File: config.mk
export PLATFORM = sky130hd
export DESIGN_NAME = fir_out_axis_bridge
export DESIGN_NICKNAME = d
export VERILOG_FILES = /design/src/rtl/fir_out_axis_bridge.sv
export SDC_FILE = /design/constraint.sdc
export NUM_CORES = 1
export LEC_CHECK = 0
export BUFFER_PORTS_ARGS = -buffer_cell sky130_fd_sc_hd__buf_2
export CAP_MARGIN = 10
export CELL_PAD_IN_SITES_DETAIL_PLACEMENT = 2
export CELL_PAD_IN_SITES_GLOBAL_PLACEMENT = 2
export CORE_MARGIN = 5
export CORE_UTILIZATION = 49
export DETAILED_ROUTE_END_ITERATION = 10
export PLACE_DENSITY = 0.77
export SLEW_MARGIN = 20
export SYNTH_ARGS = -nofsm -noshare
export SYNTH_HDL_FRONTEND = slang
export SYNTH_SLANG_ARGS = --single-unit
export TNS_END_PERCENT = 5
File: constraint.sdc
create_clock -name clk -period 3.5 [get_ports clk]
set_input_delay 0.525 -clock clk [delete_from_list [all_inputs] [get_ports clk]]
set_output_delay 0.525 -clock clk [all_outputs]
set_load 0.005 [all_outputs]
File: src/rtl/fir_out_axis_bridge.sv
// Purpose: re-times the unthrottled FIR output strobe into an AXI4-Stream master with per-frame tlast.
// Latency: 1 cycle from an accepted s_tvalid to m_tvalid; first-word fall-through, no s_* to m_* comb path.
// Backpressure: m_tready stalls are absorbed by a DEPTH-entry FIFO; samples arriving while it is full are dropped and counted.
module fir_out_axis_bridge #(
  parameter int DATA_WIDTH = 32,
  parameter int DEPTH      = 16,
  parameter int FRAME_LEN  = 64
) (
  input  logic                      clk,
  input  logic                      nrst,
  input  logic                      s_tvalid,
  input  logic [DATA_WIDTH-1:0]     s_tdata,
  output logic                      m_tvalid,
  input  logic                      m_tready,
  output logic [DATA_WIDTH-1:0]     m_tdata,
  output logic                      m_tlast,
  output logic [$clog2(DEPTH):0]    level,
  output logic                      ovf,
  input  logic                      ovf_clr,
  output logic [15:0]               drop_cnt
);

  localparam int AW = $clog2(DEPTH);
  localparam int LW = AW + 1;
  localparam int BW = (FRAME_LEN > 1) ? $clog2(FRAME_LEN) : 1;

  logic [DATA_WIDTH-1:0] mem [DEPTH];
  logic [AW-1:0]         wr_ptr;
  logic [AW-1:0]         rd_ptr;
  logic [BW-1:0]         beat;

  logic pop;
  logic full;
  logic push;
  logic drop;
  logic beat_last;

  // Handshake qualifiers; a pop frees a slot so a full FIFO can still accept in the same cycle.
  always_comb begin
    m_tvalid  = (level != '0);
    m_tdata   = mem[rd_ptr];
    beat_last = (beat == BW'(FRAME_LEN - 1));
    m_tlast   = m_tvalid && beat_last;
    pop       = m_tvalid && m_tready;
    full      = (level == LW'(DEPTH));
    push      = s_tvalid && (!full || pop);
    drop      = s_tvalid && full && !pop;
  end

  // Sample storage; contents are not reset, only the pointers are.
  always_ff @(posedge clk) begin
    if (nrst && push) begin
      mem[wr_ptr] <= s_tdata;
    end
  end

  // Pointers, occupancy and frame position; power-of-two depth makes pointer wrap free.
  always_ff @(posedge clk) begin
    if (!nrst) begin
      wr_ptr <= '0;
      rd_ptr <= '0;
      level  <= '0;
      beat   <= '0;
    end else begin
      if (push) begin
        wr_ptr <= wr_ptr + AW'(1);
      end
      if (pop) begin
        rd_ptr <= rd_ptr + AW'(1);
        beat   <= beat_last ? '0 : beat + BW'(1);
      end
      case ({push, pop})
        2'b10:   level <= level + LW'(1);
        2'b01:   level <= level - LW'(1);
        default: level <= level;
      endcase
    end
  end

  // Overflow bookkeeping; a drop in the same cycle as a clear wins and restarts the count at 1.
  always_ff @(posedge clk) begin
    if (!nrst) begin
      ovf      <= 1'b0;
      drop_cnt <= '0;
    end else if (drop) begin
      ovf <= 1'b1;
      if (ovf_clr) begin
        drop_cnt <= 16'd1;
      end else if (drop_cnt != 16'hFFFF) begin
        drop_cnt <= drop_cnt + 16'd1;
      end
    end else if (ovf_clr) begin
      ovf      <= 1'b0;
      drop_cnt <= '0;
    end
  end

endmodule

# Word-level counts from Yosys, hierarchy flattened
# Memories as Yosys holds them, arrays and structs flattened. A register that Yosys moved wholly into a read port is not among the register bits.
# Index checks and enable logic that the tools add are counted.
# word_totals
out_inout_bits	56
wordCells	44
input_bits	37
memories	1
regBits	36
mem_bits_rw	512
# memory_table
memory	depth	word_bits	read_ports	rd_ports_with_merged_regs	wr	line_no	rtl
mem	16	32	1	1	1	27	logic [DATA_WIDTH-1:0] mem [DEPTH];
# op_classes
eq_ne	5
n_reduce_logical	14
add_sub_neg	6
n_mux	12
# op_table
operator	n
$mux W16	4
$add A16 B1 Y16 const B	1
$ne A16 B16 Y1 const B	1
$pmux W5 S2	1
$add A4 B1 Y4 const B	2
$mux W4	2
$add A6 B1 Y6 const B	1
$eq A6 B6 Y1 const B	1
$logic_and A1 B1 Y1	6
$mux W6	1
$reduce_bool A2 Y1	3
$add A5 B1 Y5 const B	1
$eq A5 B5 Y1 const B	1
$reduce_bool A5 Y1	1
$sub A5 B1 Y5 const B	1
$mux W1	4
$eq A2 B1 Y1 const B	1
$eq A2 B2 Y1 const B	1
$logic_not A1 Y1	2
$reduce_and A2 Y1	1
$logic_or A1 B1 Y1	1

# Logic depth before layout (Yosys ltp)
# depth
ltp_word	7
depth_mapped	12
mapped_depth_nobuf	10

# Worst setup path after synthesis
# No wires, ideal clock.
# synth_timing
path_kind	register to register
startpoint	register level[0]
endpoint	memory mem[12][0] (enable)
setup_ns	0.421
synth_period_minus_slack_ns	2.845
path_buffers	1
arrival_time_ns	2.424
t_required_ns	3.079
stages_incl_launch_ff	6
path_slack_ns	0.655
cell_sequence	dfxtp_1 -> or4_1 -> buf_2 -> o21a_4 -> nand2_1 -> nor2_1
# synth_via
elab_chain_len	7
word_cells_on_any_way	9
classes_between	1 x eq/ne; 2 x mux; 6 x reduce/logical
# synth_rtl
item	line_no	rtl
from (decl)	17	output logic [$clog2(DEPTH):0] level,
from (signal assigned)	73	2'b10: level <= level + LW'(1);
from (signal assigned)	74	2'b01: level <= level - LW'(1);
from (signal assigned)	75	default: level <= level;
$eq A5 B5 Y1 or $reduce_bool A5 Y1 (tied branches)	45, 40	
$logic_not A1 Y1 or $logic_and A1 B1 Y1 (tied branches)	46, 44	
$logic_or A1 B1 Y1 *	46	push = s_tvalid && (!full || pop);
$logic_and A1 B1 Y1 *	46	
$logic_and A1 B1 Y1 *	52	if (nrst && push) begin
$mux W1 *	52	
$mux W1 (implied by the code) *	53	mem[wr_ptr] <= s_tdata;
to (decl)	27	
# Mark *: on every way between the ends. The rest lies on a longest branch, timed or not.

==> results.toml <==
[status]
status = "finished, final reports clean"

[floorplanning]
die-area_um2 = 47910
io_pins = 93
core_area_um2 = 43080
rows = 76
initial_utilization_pct = 49.63
die_h_um = 218.9
die_x_um = 218.9

[sta]
maxSlewViolCount = 0
hold_violations = 0
relSlewSlack_pct = 24.74
worstMarginPinSlew_ns = 1.126
setup-violations-final = 0
worst_slack_ns = 0.1465
tns_ns = 0
rsz0062_at_grt = "false"
final.setup_skew_ns = 0.01723
timing.fmax_ghz = 0.2982
final.min_clock_period_ns = 3.354
fin_crit_sh_pct = 95.82

[detailed_routing]
routed_wl_mm = 64.10
drc = 0
routed_via_density = 6.338
ant_nets = 0
drt_iter0_drc = 1082
routedWlPerCell_um = 37.05
vias = 10965
drtPass1Iterations = 5

[power_and_ir_drop]
p_int_w = 0.01203
combPwrFrac_pct = 14.6
p_sw_share_pct = 24.95
p_total_w = 0.01603
vdd_drop_max_mv = 0.4183
pwr-share-seq_pct = 46.7
p_leak_nw = 7.728
switchingPower_w = 0.004001
pwr_density_cell_nw_per_um2 = 647.3
power_frac_clock_pct = 38.6

[clock_network]
holdBufCountCts = 0
clkLatencyLatePin_ns = 0.62
clk_pin_slew_ns = 0.06
clockBufferDepth = 3
cts_inserted_buffers = 57
cts_resized = 0
htreeDepth = 2
root_buffer = "clkbuf_16"
cts_tree = "yes"
clock-sinks = 552
postCtsSetupBuffers = 0

[worst_setup_path]
end_kind = "output port"
crit_type = "reg -> out"
start_kind = "flop"
crit_required_ns = 2.97
critPathMaxFanout = 59
cp_data_arrival_time_ns = 2.83
r2r_start = "level[2]"

[placed_design]
place_area_um2 = 22910
preCtsSetupSlack_ns = 0.2722
port_buffers = 92
hpwlAfterDp_mm = 36.05
routabilityCongestion = 0.7572

[final_layout]
n_antenna_cell = 0
register_area_um2 = 16190
nets = 1154
n_fill_cell = 3519
final_layout_size_suffix_gt1_share_pct = 33.80
area_growth_pct = 15.87
multi_input_area_um2 = 5075
final_util_pct = 57.50
design_area_um2 = 24770

[synth]
syn-num-nets = 1018
synth_area_um2 = 21380
synth_edf_count = 512
synth_seq_cells = 552
synth.yosys.seq_area_share_pct = 75.66
yosys_warnings = 0
async_flop_share_pct = 0
synth.distinct_cells = 58
yosys_most_used_dff = "edfxtp_1"
postSynthAreaPerCell_um2 = 22.04
syn_inst = 970

[hold_path]
hold_class = "in -> reg"
worstHoldStart = "ovf_clr"

[grt]
antenna_found_initial = 1
grt_max_degree = 60
track_usage_pct = 27.43
grt.overflow.total = 0
grt_pass1_vias = 12366
grt_pass1_wl_mm = 93.18

[flow_run]
cap_violations = 0
cell families (layout without fill, tap and decap cells):
family	count (synthesis)	count (layout)	synth area share, %
AO/OA/AOI/OAI	54	54	1.838
XOR/XNOR	10	10	0.4097
flip-flops	552	552	75.66
multiplexers	166	166	17.14
AND/OR/NAND/NOR	123	123	3.149
buffers and inverters	54	229	1.159
adder cells (fa/ha/maj)	11	11	0.6438
flip-flops by register name, indices dropped and copies added, names as in the netlist, named ones only:
register	flops
level	5
wr_ptr	4
drop_cnt	16
mem	512
rd_ptr	4
beat	6
ovf	1
worst max-delay path, cell delays in order, from the launching register on:
cell     delay, ns
dfxtp_4       0.43
buf_12        0.41
mux4_2        0.60
mux4_2        0.52
buf_2         0.16
placed cells by master (no fill, tap or decap), drive strengths merged, types with 4 or more instances in the layout:
cell type / n
ha: 11
mux4: 160
edfxtp: 512
or3: 4
nand2: 19
xor2: 8
o31ai: 8
o21a: 5
nor4: 4
nand3: 15
mux2i: 6
o211ai: 4
o21ai: 6
a21oi: 16
clkbuf: 69
clkinv: 19
dfxtp: 40
inv: 9
nor2: 34
buf: 124
nand4: 8
or4: 11
bufinv: 7
nand2b: 8
final cells by class:
cell class,instances,area share (%)
multi-input combinational,364,20.49
clock buffer,69,6.112
tap,585,2.955
inverter,7,0.1061
clock inverter,29,1.278
timing repair buffer,124,3.718
sequential,552,65.34
cells in the mapped netlist (6+ instances only):
| library cell | number | area (um^2) |
|---|---|---|
| edfxtp_1 | 512 | 15370 |
| o31ai_1 | 8 | 60.06 |
| buf_2 | 16 | 80.08 |
| mux4_2 | 160 | 3603 |
| xor2_1 | 8 | 70.07 |
| nand3_1 | 14 | 70.07 |
| inv_1 | 6 | 22.52 |
| nor2_1 | 34 | 127.6 |
| dfxtp_1 | 40 | 800.8 |
| or4_1 | 11 | 82.58 |
| mux2i_1 | 6 | 60.06 |
| nand2b_1 | 8 | 50.05 |
| nand2_1 | 18 | 67.56 |
| ha_1 | 11 | 137.6 |
| a21oi_1 | 16 | 80.08 |
| nand4_1 | 8 | 50.05 |
| clkbuf_1 | 21 | 78.83 |
power groups by stage:
stage                     registers, W  logic (W)  clock network, W
final                          0.00749    0.00235           0.00619
after global routing           0.00750    0.00248           0.00664
after CTS                      0.00749    0.00238           0.00632
after detailed placement       0.00762    0.00233                 0
after global placement         0.00760    0.00219                 0
after floorplan                0.00751    0.00160                 0
worst paths after layout:
path / end / slack [ns] / cells after the start
worst max-delay path: m_tdata[1] / 0.15 / 4
worst min-delay path: ovf / 0.25 / 3
worst max register to register: mem[0][17] / 0.20 / 5
worst min register to register: ovf / 0.48 / 2
per-layer routing:
metal | wire (um) | GRT usage [%]
met1 | 25260 | 35.97
met2 | 33410 | 47.37
met3 | 3369 | 4.677
met4 | 2047 | 8.625
met5 | 13 | 0
stage by stage:
step | instances | hold slack, ns
after global placement | 1631 | 0.4528
after CTS | 1729 | 0.2312
after detailed placement | 1631 | 0.4810
after global routing | 1730 | 0.2635
after floorplan | 970 | 0.4384
final | 1730 | 0.2482
(Power assumes the default switching activity.)
